[config.mk]
export PLATFORM = sky130hd
export DESIGN_NAME = if_id_skid_stage_flat
export DESIGN_NICKNAME = d
export VERILOG_FILES = /design/src/rtl/if_id_skid_stage_pkg.sv /design/src/rtl/if_id_skid_stage_if.sv /design/src/rtl/if_id_skid_stage_sat_counter.sv /design/src/rtl/if_id_skid_stage.sv /design/src/flat_wrapper.sv
export SDC_FILE = /design/constraint.sdc
export NUM_CORES = 1
export LEC_CHECK = 0
export ABC_AREA = 1
export CAP_MARGIN = 20
export CORE_AREA = 2 2 132 134
export DETAILED_ROUTE_END_ITERATION = 16
export DIE_AREA = 0 0 134 136
export GPL_TIMING_DRIVEN = 0
export PLACE_DENSITY_LB_ADDON = 0.15
export SLEW_MARGIN = 30
export SYNTH_ARGS = -nofsm -noshare
export SYNTH_HDL_FRONTEND = slang
export SYNTH_SLANG_ARGS = --single-unit
[constraint.sdc]
create_clock -name clk -period 1.7 [get_ports clk]
set_clock_uncertainty 0.2 [all_clocks]
set_input_delay 0.34 -clock clk [delete_from_list [all_inputs] [get_ports clk]]
set_output_delay 0.34 -clock clk [all_outputs]
set_load 0.01 [all_outputs]
[src/rtl/if_id_skid_stage_pkg.sv]
// Shared definitions for the IF/ID skid stage: state encoding and MIPS defaults.
package pipe_pkg;

    localparam logic [1:0] ST_EMPTY = 2'd0;
    localparam logic [1:0] ST_ONE   = 2'd1;
    localparam logic [1:0] ST_FULL  = 2'd2;

    localparam logic [31:0] PC_RST_DEFAULT = 32'h0000_3000;
    localparam logic [31:0] NOP_DEFAULT    = 32'h0000_0000;

    typedef enum logic [1:0] {
        S_EMPTY = ST_EMPTY,
        S_ONE   = ST_ONE,
        S_FULL  = ST_FULL
    } skid_state_e;

endpackage

[src/rtl/if_id_skid_stage_if.sv]
// Fetch-side and decode-side valid/ready handshake bundle for the IF/ID stage.
interface if_id_skid_stage_if #(
    parameter int unsigned IW = 32,
    parameter int unsigned AW = 32
) ();

    logic          in_valid;
    logic          in_ready;
    logic [IW-1:0] in_instr;
    logic [AW-1:0] in_pc;
    logic          out_valid;
    logic          out_ready;
    logic [IW-1:0] out_instr;
    logic [AW-1:0] out_pc;

    // Environment view: drives fetch beats and decode ready
    modport master (
        output in_valid, in_instr, in_pc, out_ready,
        input  in_ready, out_valid, out_instr, out_pc
    );

    // Stage view
    modport slave (
        input  in_valid, in_instr, in_pc, out_ready,
        output in_ready, out_valid, out_instr, out_pc
    );

endinterface

[src/rtl/if_id_skid_stage_sat_counter.sv]
// Saturating event counter, reusable for stage performance counters.
module sat_counter #(
    parameter int unsigned CNT_W = 16
) (
    input  logic             clk,
    input  logic             reset,
    input  logic             en,
    output logic [CNT_W-1:0] cnt
);

    localparam logic [CNT_W-1:0] CNT_MAX = '1;

    // Count enabled cycles, sticking at the maximum value
    always_ff @(posedge clk or negedge reset) begin
        if (!reset) begin
            cnt <= '0;
        end else if (en && (cnt != CNT_MAX)) begin
            cnt <= cnt + CNT_W'(1);
        end
    end

endmodule

[src/rtl/if_id_skid_stage.sv]
// IF/ID boundary: 2-entry skid buffer with registered in_ready, flush and stall counter.
module if_id_skid_stage
    import pipe_pkg::*;
#(
    parameter int unsigned IW        = 32,
    parameter int unsigned AW        = 32,
    parameter logic [31:0] PC_RST    = PC_RST_DEFAULT,
    parameter logic [31:0] NOP_INSTR = NOP_DEFAULT,
    parameter int unsigned CNT_W     = 16
) (
    input  logic                clk,
    input  logic                reset,
    input  logic                flush,
    if_id_skid_stage_if.slave   bus,
    output logic [1:0]          occupancy,
    output logic [CNT_W-1:0]    stall_cnt
);

    localparam logic [AW-1:0] PC_INIT  = AW'(PC_RST);
    localparam logic [IW-1:0] NOP_INIT = IW'(NOP_INSTR);

    skid_state_e   state;
    logic [IW-1:0] main_instr;
    logic [IW-1:0] skid_instr;
    logic [AW-1:0] main_pc;
    logic [AW-1:0] skid_pc;
    logic          in_ready_q;
    logic          out_valid_q;
    logic          accept_c;
    logic          xfer_c;

    assign accept_c = bus.in_valid & in_ready_q;
    assign xfer_c   = out_valid_q & bus.out_ready;

    // Skid FSM and datapath; status outputs are registered alongside the state
    always_ff @(posedge clk or negedge reset) begin
        if (!reset) begin
            state       <= S_EMPTY;
            main_instr  <= NOP_INIT;
            skid_instr  <= NOP_INIT;
            main_pc     <= PC_INIT;
            skid_pc     <= PC_INIT;
            in_ready_q  <= 1'b1;
            out_valid_q <= 1'b0;
            occupancy   <= 2'd0;
        end else if (flush) begin
            state       <= S_EMPTY;
            main_instr  <= NOP_INIT;
            skid_instr  <= NOP_INIT;
            main_pc     <= PC_INIT;
            skid_pc     <= PC_INIT;
            in_ready_q  <= 1'b1;
            out_valid_q <= 1'b0;
            occupancy   <= 2'd0;
        end else begin
            case (state)
                S_EMPTY: begin
                    if (accept_c) begin
                        main_instr  <= bus.in_instr;
                        main_pc     <= bus.in_pc;
                        state       <= S_ONE;
                        out_valid_q <= 1'b1;
                        occupancy   <= 2'd1;
                    end
                end
                S_ONE: begin
                    if (xfer_c && accept_c) begin
                        main_instr <= bus.in_instr;
                        main_pc    <= bus.in_pc;
                    end else if (xfer_c) begin
                        // main data is kept; the output mux masks the instruction
                        state       <= S_EMPTY;
                        out_valid_q <= 1'b0;
                        occupancy   <= 2'd0;
                    end else if (accept_c) begin
                        skid_instr <= bus.in_instr;
                        skid_pc    <= bus.in_pc;
                        state      <= S_FULL;
                        in_ready_q <= 1'b0;
                        occupancy  <= 2'd2;
                    end
                end
                S_FULL: begin
                    if (xfer_c) begin
                        main_instr <= skid_instr;
                        main_pc    <= skid_pc;
                        state      <= S_ONE;
                        in_ready_q <= 1'b1;
                        occupancy  <= 2'd1;
                    end
                end
                default: begin
                    state       <= S_EMPTY;
                    in_ready_q  <= 1'b1;
                    out_valid_q <= 1'b0;
                    occupancy   <= 2'd0;
                end
            endcase
        end
    end

    assign bus.in_ready  = in_ready_q;
    assign bus.out_valid = out_valid_q;
    assign bus.out_instr = out_valid_q ? main_instr : NOP_INIT;
    assign bus.out_pc    = main_pc;

    // Cycles where decode stalls a valid beat
    sat_counter #(
        .CNT_W (CNT_W)
    ) u_stall_cnt (
        .clk   (clk),
        .reset (reset),
        .en    (out_valid_q & ~bus.out_ready),
        .cnt   (stall_cnt)
    );

endmodule

[src/flat_wrapper.sv]
// flat-port wrapper written by rule: the top's interface ports become plain ports
module if_id_skid_stage_flat import pipe_pkg::*;
#(
    parameter int unsigned IW        = 32,
    parameter int unsigned AW        = 32,
    parameter logic [31:0] PC_RST    = PC_RST_DEFAULT,
    parameter logic [31:0] NOP_INSTR = NOP_DEFAULT,
    parameter int unsigned CNT_W     = 16
)
  (clk, reset, flush, occupancy, stall_cnt, bus_in_valid, bus_in_instr, bus_in_pc, bus_out_ready, bus_in_ready, bus_out_valid, bus_out_instr, bus_out_pc);
  if_id_skid_stage_if #(.IW(IW), .AW(AW)) bus_i ();
  input  logic clk;
  input  logic reset;
  input  logic flush;
  output logic [1:0] occupancy;
  output logic [CNT_W-1:0] stall_cnt;
  input wire logic [$bits(bus_i.in_valid)-1:0] bus_in_valid;
  input wire logic [$bits(bus_i.in_instr)-1:0] bus_in_instr;
  input wire logic [$bits(bus_i.in_pc)-1:0] bus_in_pc;
  input wire logic [$bits(bus_i.out_ready)-1:0] bus_out_ready;
  output wire logic [$bits(bus_i.in_ready)-1:0] bus_in_ready;
  output wire logic [$bits(bus_i.out_valid)-1:0] bus_out_valid;
  output wire logic [$bits(bus_i.out_instr)-1:0] bus_out_instr;
  output wire logic [$bits(bus_i.out_pc)-1:0] bus_out_pc;
  assign bus_i.in_valid = bus_in_valid;
  assign bus_i.in_instr = bus_in_instr;
  assign bus_i.in_pc = bus_in_pc;
  assign bus_i.out_ready = bus_out_ready;
  assign bus_in_ready = bus_i.in_ready;
  assign bus_out_valid = bus_i.out_valid;
  assign bus_out_instr = bus_i.out_instr;
  assign bus_out_pc = bus_i.out_pc;
  if_id_skid_stage #(.IW(IW), .AW(AW), .PC_RST(PC_RST), .NOP_INSTR(NOP_INSTR), .CNT_W(CNT_W)) u_core (.clk(clk), .reset(reset), .flush(flush), .bus(bus_i), .occupancy(occupancy), .stall_cnt(stall_cnt));
endmodule
Word level (Yosys, flattened, before mapping). Index checks and enable logic that the tools add are counted.

Reductions and logical operators: 11. Add/subtract/negate cells: 1. Eq/ne operators: 15. Multiplexer cells: 37. Bitwise gates (word level): 4.

Operator list (count): two-way mux 32 bit (17); case mux 32 bit (3 select lines) (2); adder 16 x 1 -> 16 bit, second input constant (1); inequality test 16 bit, second input constant (1); AND reduction 4 bit (4); inequality test 3 x 2 -> 1 bit, second input constant (5); two-way mux 2 bit (6); two-way mux 1 bit (9); inequality test 2 bit, second input constant (4); inequality test 3 bit, second input constant (2); case mux 1 bit (3 select lines) (2); case mux 2 bit (3 select lines) (1); AND reduction 5 bit (1); inequality test 4 x 2 -> 1 bit, second input constant (1); nonzero test 2 bit (2); nonzero test 4 bit (1); bitwise AND 1 bit (3); equality test 2 x 1 -> 1 bit, second input constant (1); equality test 2 bit, second input constant (1); logical AND 1 bit (2); logical NOT 2 bit (1); NOT 1 bit (1).

Logic and storage cells: 76. Output and inout port bits: 84. Input port bits: 69. Register bits after elaboration: 148.

Longest topological paths before layout. Gate-level depths: netlist of run 1.

Word-level depth: 6. Mapped depth: 10. Gate-level depth less buffers: 8.

Hierarchy. A second synthesis of run 1 with hierarchy kept.

Cell total of the unflattened synthesis: 986. Area total of the unflattened synthesis: 7517.2 um^2.

By module, submodules not included: if_id_skid_stage (cells each 823, area each 6447.4 um^2, sequential area each 3309.4 um^2, times used 1); sat_counter (cells each 163, area each 1069.8 um^2, sequential area each 400.4 um^2, times used 1).

Worst setup path after synthesis of run 1. No wires, ideal clock.

Path kind: register -> register. Start point: register u_core.in_ready_q (netlist: u_core.bus.in_ready). End point: register u_core.skid_instr[0]. Library setup time: 0.130 ns. Clock period less this slack: 1.722 ns. Data required time: 1.370 ns. Slack: -0.022 ns. Buffers on the path: 2. Data arrival time: 1.392 ns. Cell stages (with the launch flop): 8. Path through: dfstp_2 > nand2_1 > inv_1 > nand2_1 > o21ai_1 > buf_2 > clkbuf_1 > o21ai_0.

Cells in the longest elaborated chain, start to end: 4. Elaborated cells between the ends (all ways): 5. Classes of those cells: 1 x eq/ne; 1 x bitwise; 3 x reduce/logical.

Ends and longest elaborated chain: from (decl) (line if_id_skid_stage.sv:27) `logic in_ready_q;`; from (signal assigned) (line if_id_skid_stage.sv:43) `in_ready_q <= 1'b1;`; from (signal assigned) (line if_id_skid_stage.sv:52) `in_ready_q <= 1'b1;`; from (signal assigned) (line if_id_skid_stage.sv:79) `in_ready_q <= 1'b0;`; bitwise AND 1 bit (*) (line if_id_skid_stage.sv:32) `assign accept_c = bus.in_valid & in_ready_q;`; logical AND 1 bit (line if_id_skid_stage.sv:67) `if (xfer_c && accept_c) begin`; inequality test 2 bit (no line); AND reduction 4 bit (no line) (*); to (signal assigned) (line if_id_skid_stage.sv:76) `skid_instr <= bus.in_instr;`; to (decl) (line if_id_skid_stage.sv:24) `logic [IW-1:0] skid_instr;`.

Mark *: on every way between the ends. The rest lies on a longest branch, timed or not. A chain may end at the register's enable or synchronous reset.

Final worst setup path of run 1.
Start point: register u_core.out_valid_q (netlist: u_core.bus.out_valid). End point: register u_core.main_pc[15] (netlist: u_core.bus.out_pc[15]).

Cells in the longest elaborated chain, start to end: 4. Elaborated cells between the ends (all ways): 5. Classes of those cells: 2 x eq/ne; 1 x bitwise; 2 x reduce/logical.

Ends and longest elaborated chain: from (decl) (line if_id_skid_stage.sv:28) `logic out_valid_q;`; from (signal assigned) (line if_id_skid_stage.sv:44) `out_valid_q <= 1'b0;`; from (signal assigned) (line if_id_skid_stage.sv:53) `out_valid_q <= 1'b0;`; from (signal assigned) (line if_id_skid_stage.sv:62) `out_valid_q <= 1'b1;`; bitwise AND 1 bit (*) (line if_id_skid_stage.sv:33) `assign xfer_c = out_valid_q & bus.out_ready;`; logical AND 1 bit (line if_id_skid_stage.sv:67); inequality test 3 x 2 -> 1 bit (no line); AND reduction 4 bit (no line) (*); to (signal assigned) (line if_id_skid_stage.sv:60) `main_pc <= bus.in_pc;`; to (signal assigned) (line if_id_skid_stage.sv:69) `main_pc <= bus.in_pc;`; to (signal assigned) (line if_id_skid_stage.sv:86) `main_pc <= skid_pc;`; to (decl) (line if_id_skid_stage.sv:25) `logic [AW-1:0] main_pc;`.

Marked as above.

==> impl_metrics.sql, run 1 <==
INSERT INTO impl_metrics (metric_group, metric, value, unit) VALUES
('routing', 'routed-via-count', '7301', ''),
('routing', 'drt-vias-per-instance', '5.15', ''),
('worst_setup_path', 'criticalPathCategory', 'reg -> reg', ''),
('layout', 'syn_to_final_growth', '55.4', '%'),
('run', 'max_cap_viol_count', '0', ''),
('placement', 'portBuffers', '152', ''),
('timing', 'timing.slew.headroom', '0.639', ''),
('synth', 'post_synth_num_cell_types', '28', ''),
('worst_setup_path', 'worst_path_max_delay_cell', 'dfrtp_1', ''),
('timing', 'maxSlewViolCount', '0', ''),
('power_and_ir_drop', 'total_switching_power', '6.70', 'mW'),
('synth', 'postSynthNetCount', '1029', ''),
('floorplanning', 'coreArea', '16900', 'µm²'),
('timing', 'grt_setup_unrepaired', 'yes', ''),
('synth', 'post-synth-top-area-fraction', '0.481', ''),
('power_and_ir_drop', 'static-leakage-power', '5.94', 'nW'),
('routing', 'finalWirelength', '23100', 'µm'),
('global_route', 'grt_pass1_vias', '6996', ''),
('synth', 'postSynthRegisterBits', '148', ''),
('placement', 'gp_congestion', '0.821', ''),
('clock_tree', 'clk_latency', '0.43', 'ns'),
('timing', 'fmaxAchievable', '516', 'MHz'),
('timing', 'worst-slew-pin-transition', '0.542', 'ns'),
('worst_setup_path', 'start_kind', 'flop', ''),
('clock_tree', 'ctsHtreeMaxLevel', '4', ''),
('worst_setup_path', 'worst_path_largest_cell_delay', '0.39', 'ns'),
('status', 'status', 'finished, violations left', ''),
('routing', 'drt.antenna.violating_nets', '0', ''),
('clock_tree', 'cts_buffer_depth', '2', ''),
('synth', 'syn-mean-instance-area', '7.75', 'µm²'),
('synth', 'number_of_synthesized_flops_with_an_enable_pin', '0', ''),
('clock_tree', 'cts_tree', 'done', ''),
('worst_setup_path', 'worst-endpoint-arrival', '2.10', 'ns'),
('synth', 'synth.area.top_cells', 'dfrtp_1, nand2_1, o21ai_0, inv_1, nand3_1', ''),
('power_and_ir_drop', 'cellPowerDensity', '1540', 'nW/µm²'),
('worst_setup_path', 'timing.rr.start', 'u_core.bus.out_valid', ''),
('layout', 'final_nets', '1252', ''),
('status', 'violations', 'negative setup slack', ''),
('synth', 'netlist_instances', '959', ''),
('worst_setup_path', 'data_required_time_of_the_worst_path', '1.87', 'ns'),
('timing', 'fin_setup_tns', '-28.24', 'ns'),
('power_and_ir_drop', 'ir_drop', '1.12', 'mV'),
('routing', 'drt_pass1_iterations', '5', ''),
('power_and_ir_drop', 'comb_power_share', '0.477', ''),
('worst_setup_path', 'worst-path-buf-inv', '5', ''),
('timing', 'fin_crit', '1.94', 'ns'),
('timing', 'hold-worst-slack', '0.248', 'ns'),
('synth', 'synth.yosys.warnings', '0', ''),
('floorplanning', 'dieArea', '18200', 'µm²'),
('timing', 'post-route-worst-setup-slack', '-0.239', 'ns'),
('synth', 'syn-cell-area', '7430', 'µm²'),
('clock_tree', 'clock-root-buffer', 'clkbuf_16', ''),
('layout', 'num_antenna_cells', '0', ''),
('synth', 'yosys.cell_count.top_type', 'nand2_1', ''),
('layout', 'post_route_cells_drive_above_1_share', '0.333', ''),
('floorplanning', 'floorplan.initialDensity', '0.441', ''),
('global_route', 'grt_first_pass_wirelength', '35300', 'µm'),
('power_and_ir_drop', 'internal-power', '11.1', 'mW'),
('worst_setup_path', 'worst-path-max-fanout', '8', ''),
('timing', 'finalSetupViolations', '171', ''),
('floorplanning', 'chipHeight', '136', 'µm'),
('worst_setup_path', 'cp_cell_sequence', 'buf_12 -> buf_8 -> nand2_8 -> nand2_4 -> nand2_4 -> buf_12 -> nor2_8 -> buf_12 -> clkbuf_16 -> nand2_1 -> nand2_1', ''),
('floorplanning', 'die_x', '134', 'µm'),
('clock_tree', 'path_clk_slew', '0.06', 'ns'),
('global_route', 'grtUsageTotal', '0.247', ''),
('worst_setup_path', 'r2r_slack', '-0.24', 'ns'),
('synth', 'post_synth_most_frequent_cells', 'nand2_1, dfrtp_1, o21ai_0, inv_1, nand3_1', ''),
('worst_setup_path', 'timing.critical_path.max_delay_family', 'buffers and inverters', ''),
('global_route', 'grt_antenna_before_repair', '0', ''),
('synth', 'primary_flip_flop_cell_chosen_by_synthesis_mapping', 'dfrtp_1', ''),
('floorplanning', 'floorplan.io_pins', '153', '');
what timing repair did:
item	CTS	global route
setup endpoints to repair	227	198
resized for setup	325	306
pin swaps	2	15
cloned	9	10
setup buffers	17	19
hold buffers	1	0
hold endpoints to repair	63	0
flip-flops by register name, indices dropped and copies added (netlist names):
register / count
u_core.bus.out_valid: 1
u_core.main_instr: 32
u_core.skid_instr: 32
u_core.skid_pc: 32
u_core.bus.in_ready: 1
u_core.bus.out_pc: 32
u_core.u_stall_cnt.cnt: 16
u_core.state: 2
path summary, 6_finish.rpt:
kind                                                   to  depth (start not counted)
worst min-delay path            u_core.u_stall_cnt.cnt[7]                          2
max in group asynchronous              u_core.skid_pc[24]                          3
worst max-delay path                u_core.bus.out_pc[15]                         11
worst max register to register      u_core.bus.out_pc[15]                         11
min in group clk                    u_core.bus.out_pc[29]                          2
worst min register to register      u_core.bus.out_pc[29]                          2
stage by stage:
step                 util  area, µm²  power (mW)  std cells  worst slack [ns]
floorplan               -       7440        8.68        959           -0.0217
global placement    0.548       9240        11.3       1336             -6.11
detailed placement  0.550       9280        11.4       1337            -0.766
CTS                 0.617      10400        16.1       1395            -0.237
global route        0.685      11600        18.8       1419            -0.316
finish              0.685      11600        17.8       1419            -0.239
cell families (layout without fill, tap and decap cells):
kind of cell | count (synthesis) | in the layout | synth area share
fa+ha+maj | 1 | 1 | 0.00168
xor+xnor | 4 | 4 | 0.00471
compound gates | 266 | 266 | 0.179
flops | 148 | 148 | 0.499
simple gates | 353 | 353 | 0.201
buf+inv | 187 | 422 | 0.115
worst register-to-register path, delay by kind of cell (launching register included):
kind / cells / cell delay, ns
flops: 1 / 0.39
buf+inv: 5 / 0.77
simple gates: 6 / 0.51
layout make-up:
cell class,count,area (µm²)
multi-input combinational,624,3710
timing repair buffer,206,2150
buffer,62,627
clock buffer,22,484
inverter,123,467
fill,1385,5320
clock inverter,9,126
sequential,148,3710
tap,225,282
layout by cell type, fill, tap and decap left out, types with 7 or more instances in the layout:
cell             instances
o21ai_2                 27
nand2_1                134
nand3_1                 27
clkbuf_2                24
a21oi_1                 62
dfrtp_1                139
nand2_2                 76
dlymetal6s2s_1          10
buf_2                   24
buf_6                   28
nand3_2                 51
o21ai_1                 96
buf_8                   20
nor2_4                   7
dlygate4sd2_1           30
inv_2                   14
inv_1                  107
clkbuf_8                 7
clkdlybuf4s50_1         66
o21ai_0                 77
buf_4                   25
clkbuf_16               31
clkbuf_1                 8
clkdlybuf4s15_1          7
nand2_4                 25
nor2_1                  17
power groups by stage:
stage / Sequential, mW / Combinational, mW / Clock (mW)
6_report: 5.36 / 8.49 / 3.93
4_1_cts: 5.29 / 6.82 / 3.96
3_5_place_dp: 5.29 / 6.08 / 0
2_1_floorplan: 5.41 / 3.27 / 0
5_1_grt: 5.50 / 9.14 / 4.12
3_3_place_gp: 5.29 / 6.02 / 0
per-layer routing:
layer,GRT usage,part of all wire
met5,0,0
met4,0.0851,0.017
met3,0.0544,0.053
met2,0.406,0.50
met1,0.323,0.43
Note: power is estimated with default switching activity, not from simulation.
==> run 2: changes to the inputs <==
==> constraint.sdc (replaced) <==
create_clock -name clk -period 2.35 [get_ports clk]
set_clock_uncertainty 0.2 [all_clocks]
set_input_delay 0.47 -clock clk [delete_from_list [all_inputs] [get_ports clk]]
set_output_delay 0.47 -clock clk [all_outputs]
set_load 0.01 [all_outputs]
==> impl_metrics.sql, run 2 (synthesis results as in run 1) <==
INSERT INTO impl_metrics (metric_group, metric, value, unit) VALUES
('worst_setup_path', 'start_kind', 'flop', ''),
('power_and_ir_drop', 'static-leakage-power', '4.97', 'nW'),
('layout', 'most-common-layout-cells', 'nand2_1, dfrtp_1, o21ai_0, inv_1, clkdlybuf4s50_1', ''),
('clock_tree', 'cts_buffer_depth', '2', ''),
('global_route', 'grt_antenna_before_repair', '0', ''),
('clock_tree', 'cts_tree', 'done', ''),
('layout', 'num_antenna_cells', '0', ''),
('clock_tree', 'cts_buffers', '17', ''),
('layout', 'final_nets', '1204', ''),
('timing', 'finalSetupViolations', '0', ''),
('worst_setup_path', 'data_required_time_of_the_worst_path', '1.68', 'ns'),
('routing', 'route.met3.wl', '1090', 'µm'),
('timing', 'grt_setup_unrepaired', 'no', ''),
('global_route', 'grtUsageTotal', '0.238', ''),
('layout', 'final_cell_count_no_fill', '1372', ''),
('status', 'status', 'finished clean', ''),
('routing', 'routed-via-count', '6972', ''),
('timing', 'maxSlewViolCount', '0', ''),
('power_and_ir_drop', 'cellPowerDensity', '1100', 'nW/µm²'),
('global_route', 'grt_pass1_vias', '6756', ''),
('timing', 'fmaxAchievable', '449', 'MHz'),
('power_and_ir_drop', 'ir_drop', '0.630', 'mV'),
('routing', 'drt-wirelength-per-cell', '15.1', 'µm'),
('power_and_ir_drop', 'power.share.switching', '0.364', ''),
('placement', 'numPlacedInstances', '1338', ''),
('floorplanning', 'floorplan.io_pins', '153', ''),
('timing', 'hold_viol', '0', ''),
('layout', 'most_common_cell_after_layout_fill_and_taps_aside', 'nand2_1', ''),
('layout', 'post_route_cells_drive_above_1_share', '0.0776', ''),
('routing', 'met2_length', '9800', 'µm'),
('placement', 'portBuffers', '152', ''),
('placement', 'half_perimeter_wire_length_after_placement', '14300', 'µm'),
('floorplanning', 'dieArea', '18200', 'µm²'),
('timing', 'worst-slew-pin-transition', '0.568', 'ns'),
('worst_setup_path', 'worst-path-max-fanout', '10', ''),
('clock_tree', 'path_clk_slew', '0.06', 'ns'),
('worst_setup_path', 'worst-endpoint-arrival', '1.56', 'ns'),
('worst_setup_path', 'criticalPathCategory', 'reg -> out', ''),
('clock_tree', 'clock-root-buffer', 'clkbuf_16', ''),
('timing', 'post-route-worst-setup-slack', '0.125', 'ns'),
('routing', 'drt.antenna.violating_nets', '0', ''),
('layout', 'syn_to_final_growth', '33.5', '%'),
('routing', 'finalWirelength', '20700', 'µm'),
('power_and_ir_drop', 'power', '10.9', 'mW'),
('floorplanning', 'floorplan.initialDensity', '0.441', ''),
('floorplanning', 'std_cell_rows', '48', ''),
('routing', 'route.detailed.drc', '0', ''),
('floorplanning', 'coreArea', '16900', 'µm²'),
('timing', 'layout_worst_path_cycle_share', '0.947', ''),
('worst_setup_path', 'timing.rr.start', 'u_core.bus.out_valid', ''),
('timing', 'timing.slew.headroom', '0.621', ''),
('clock_tree', 'clk_latency', '0.43', 'ns'),
('routing', 'drt_pass1_iterations', '5', ''),
('placement', 'dp_slack', '-0.263', 'ns'),
('worst_setup_path', 'setup.worst_path.start', 'u_core.bus.out_valid', ''),
('power_and_ir_drop', 'total_switching_power', '3.98', 'mW'),
('clock_tree', 'ctsHtreeMaxLevel', '4', ''),
('routing', 'drt-vias-per-instance', '5.08', ''),
('timing', 'hold-worst-slack', '0.274', 'ns'),
('power_and_ir_drop', 'clock_power_share', '0.249', ''),
('power_and_ir_drop', 'comb_power_share', '0.403', ''),
('timing', 'fin_crit', '2.23', 'ns'),
('hold_path', 'worstHoldPathType', 'in -> async', ''),
('layout', 'utilization', '0.588', ''),
('global_route', 'grt_first_pass_wirelength', '34100', 'µm'),
('placement', 'gp_congestion', '0.821', ''),
('routing', 'drt_iter0_drc', '461', ''),
('global_route', 'pin_count_of_the_biggest_net_entering_global_routing', '66', ''),
('run', 'max_cap_viol_count', '0', ''),
('routing', 'wirelength_met1', '9500', 'µm'),
('power_and_ir_drop', 'internal-power', '6.94', 'mW'),
('floorplanning', 'die_x', '134', 'µm'),
('floorplanning', 'chipHeight', '136', 'µm'),
('global_route', 'globalRouteOverflowTotal', '0', ''),
('power_and_ir_drop', 'sequential_share_of_power', '0.348', ''),
('worst_setup_path', 'rr_worst_depth', '8', ''),
('clock_tree', 'cts.sinks', '148', ''),
('worst_setup_path', 'critPathCaptureType', 'primary output', ''),
('routing', 'top_layer_used', 'met4', '');
run 2: power groups by stage:
stage	logic (mW)	registers, mW	clock network [mW]
final	4.40	3.80	2.72
after CTS	4.44	3.80	2.76
after detailed placement	4.42	3.83	0
after floorplan	2.36	3.92	0
after global placement	4.36	3.83	0
after global routing	4.90	3.90	2.87
run 2: path summary, 6_finish.rpt:
kind / end / slack, ns
max: bus_out_instr[29] / 0.12
min: u_core.u_stall_cnt.cnt[8] / 0.27
max reg2reg: u_core.skid_pc[2] / 0.19
min reg2reg: u_core.bus.out_pc[13] / 0.28
max in group asynchronous: u_core.skid_pc[13] / 0.73
min in group clk: u_core.bus.out_pc[13] / 0.28
run 2: critical path, stage by stage, from the launching register on:
cell and delay, ns:
dfrtp_1 0.39, buf_6 0.14, clkbuf_16 0.17, nand2_1 0.10, inv_1 0.05, dlygate4sd2_1 0.27
run 2: layer usage:
| metal | vias to the layer above | GRT usage |
|---|---|---|
| li1 | 3439 | - |
| met1 | 3332 | 0.320 |
| met2 | 171 | 0.380 |
| met3 | 30 | 0.0589 |
| met4 | 0 | 0.0786 |
| met5 | - | 0 |
run 2: final cells by class:
class	instances	area (µm²)
fillers	1580	6950
repair buffers	156	1560
flip-flops and latches	148	3710
clock inverters	7	67.6
inverters	123	462
multi-input cells	624	2870
clock buffers	25	526
plain buffers	64	448
well taps	225	282
run 2: repair_timing:
action	CTS	global route
setup endpoints to repair	30	6
hold buffers	1	0
gates resized for setup	44	2
endpoints found under the hold margin	31	0
setup buffers	1	0
run 2: per-stage QoR:
stage / TNS (ns) / instance area (µm²)
floorplan: 0 / 7430
global placement: -834.66 / 9240
detailed placement: -17.26 / 9300
CTS: 0 / 9920
global route: 0 / 9930
finish: 0 / 9930
==> run 3: changes to the inputs <==
--- a/config.mk
+++ b/config.mk
@@ -12,7 +12,7 @@
 export DIE_AREA = 0 0 134 136
 export GPL_TIMING_DRIVEN = 0
 export PLACE_DENSITY_LB_ADDON = 0.15
-export SLEW_MARGIN = 30
+export SLEW_MARGIN = 40
 export SYNTH_ARGS = -nofsm -noshare
 export SYNTH_HDL_FRONTEND = slang
 export SYNTH_SLANG_ARGS = --single-unit
==> results of run 3 <==
No change in the layout: final DEF, timing and power equal those of run 2.
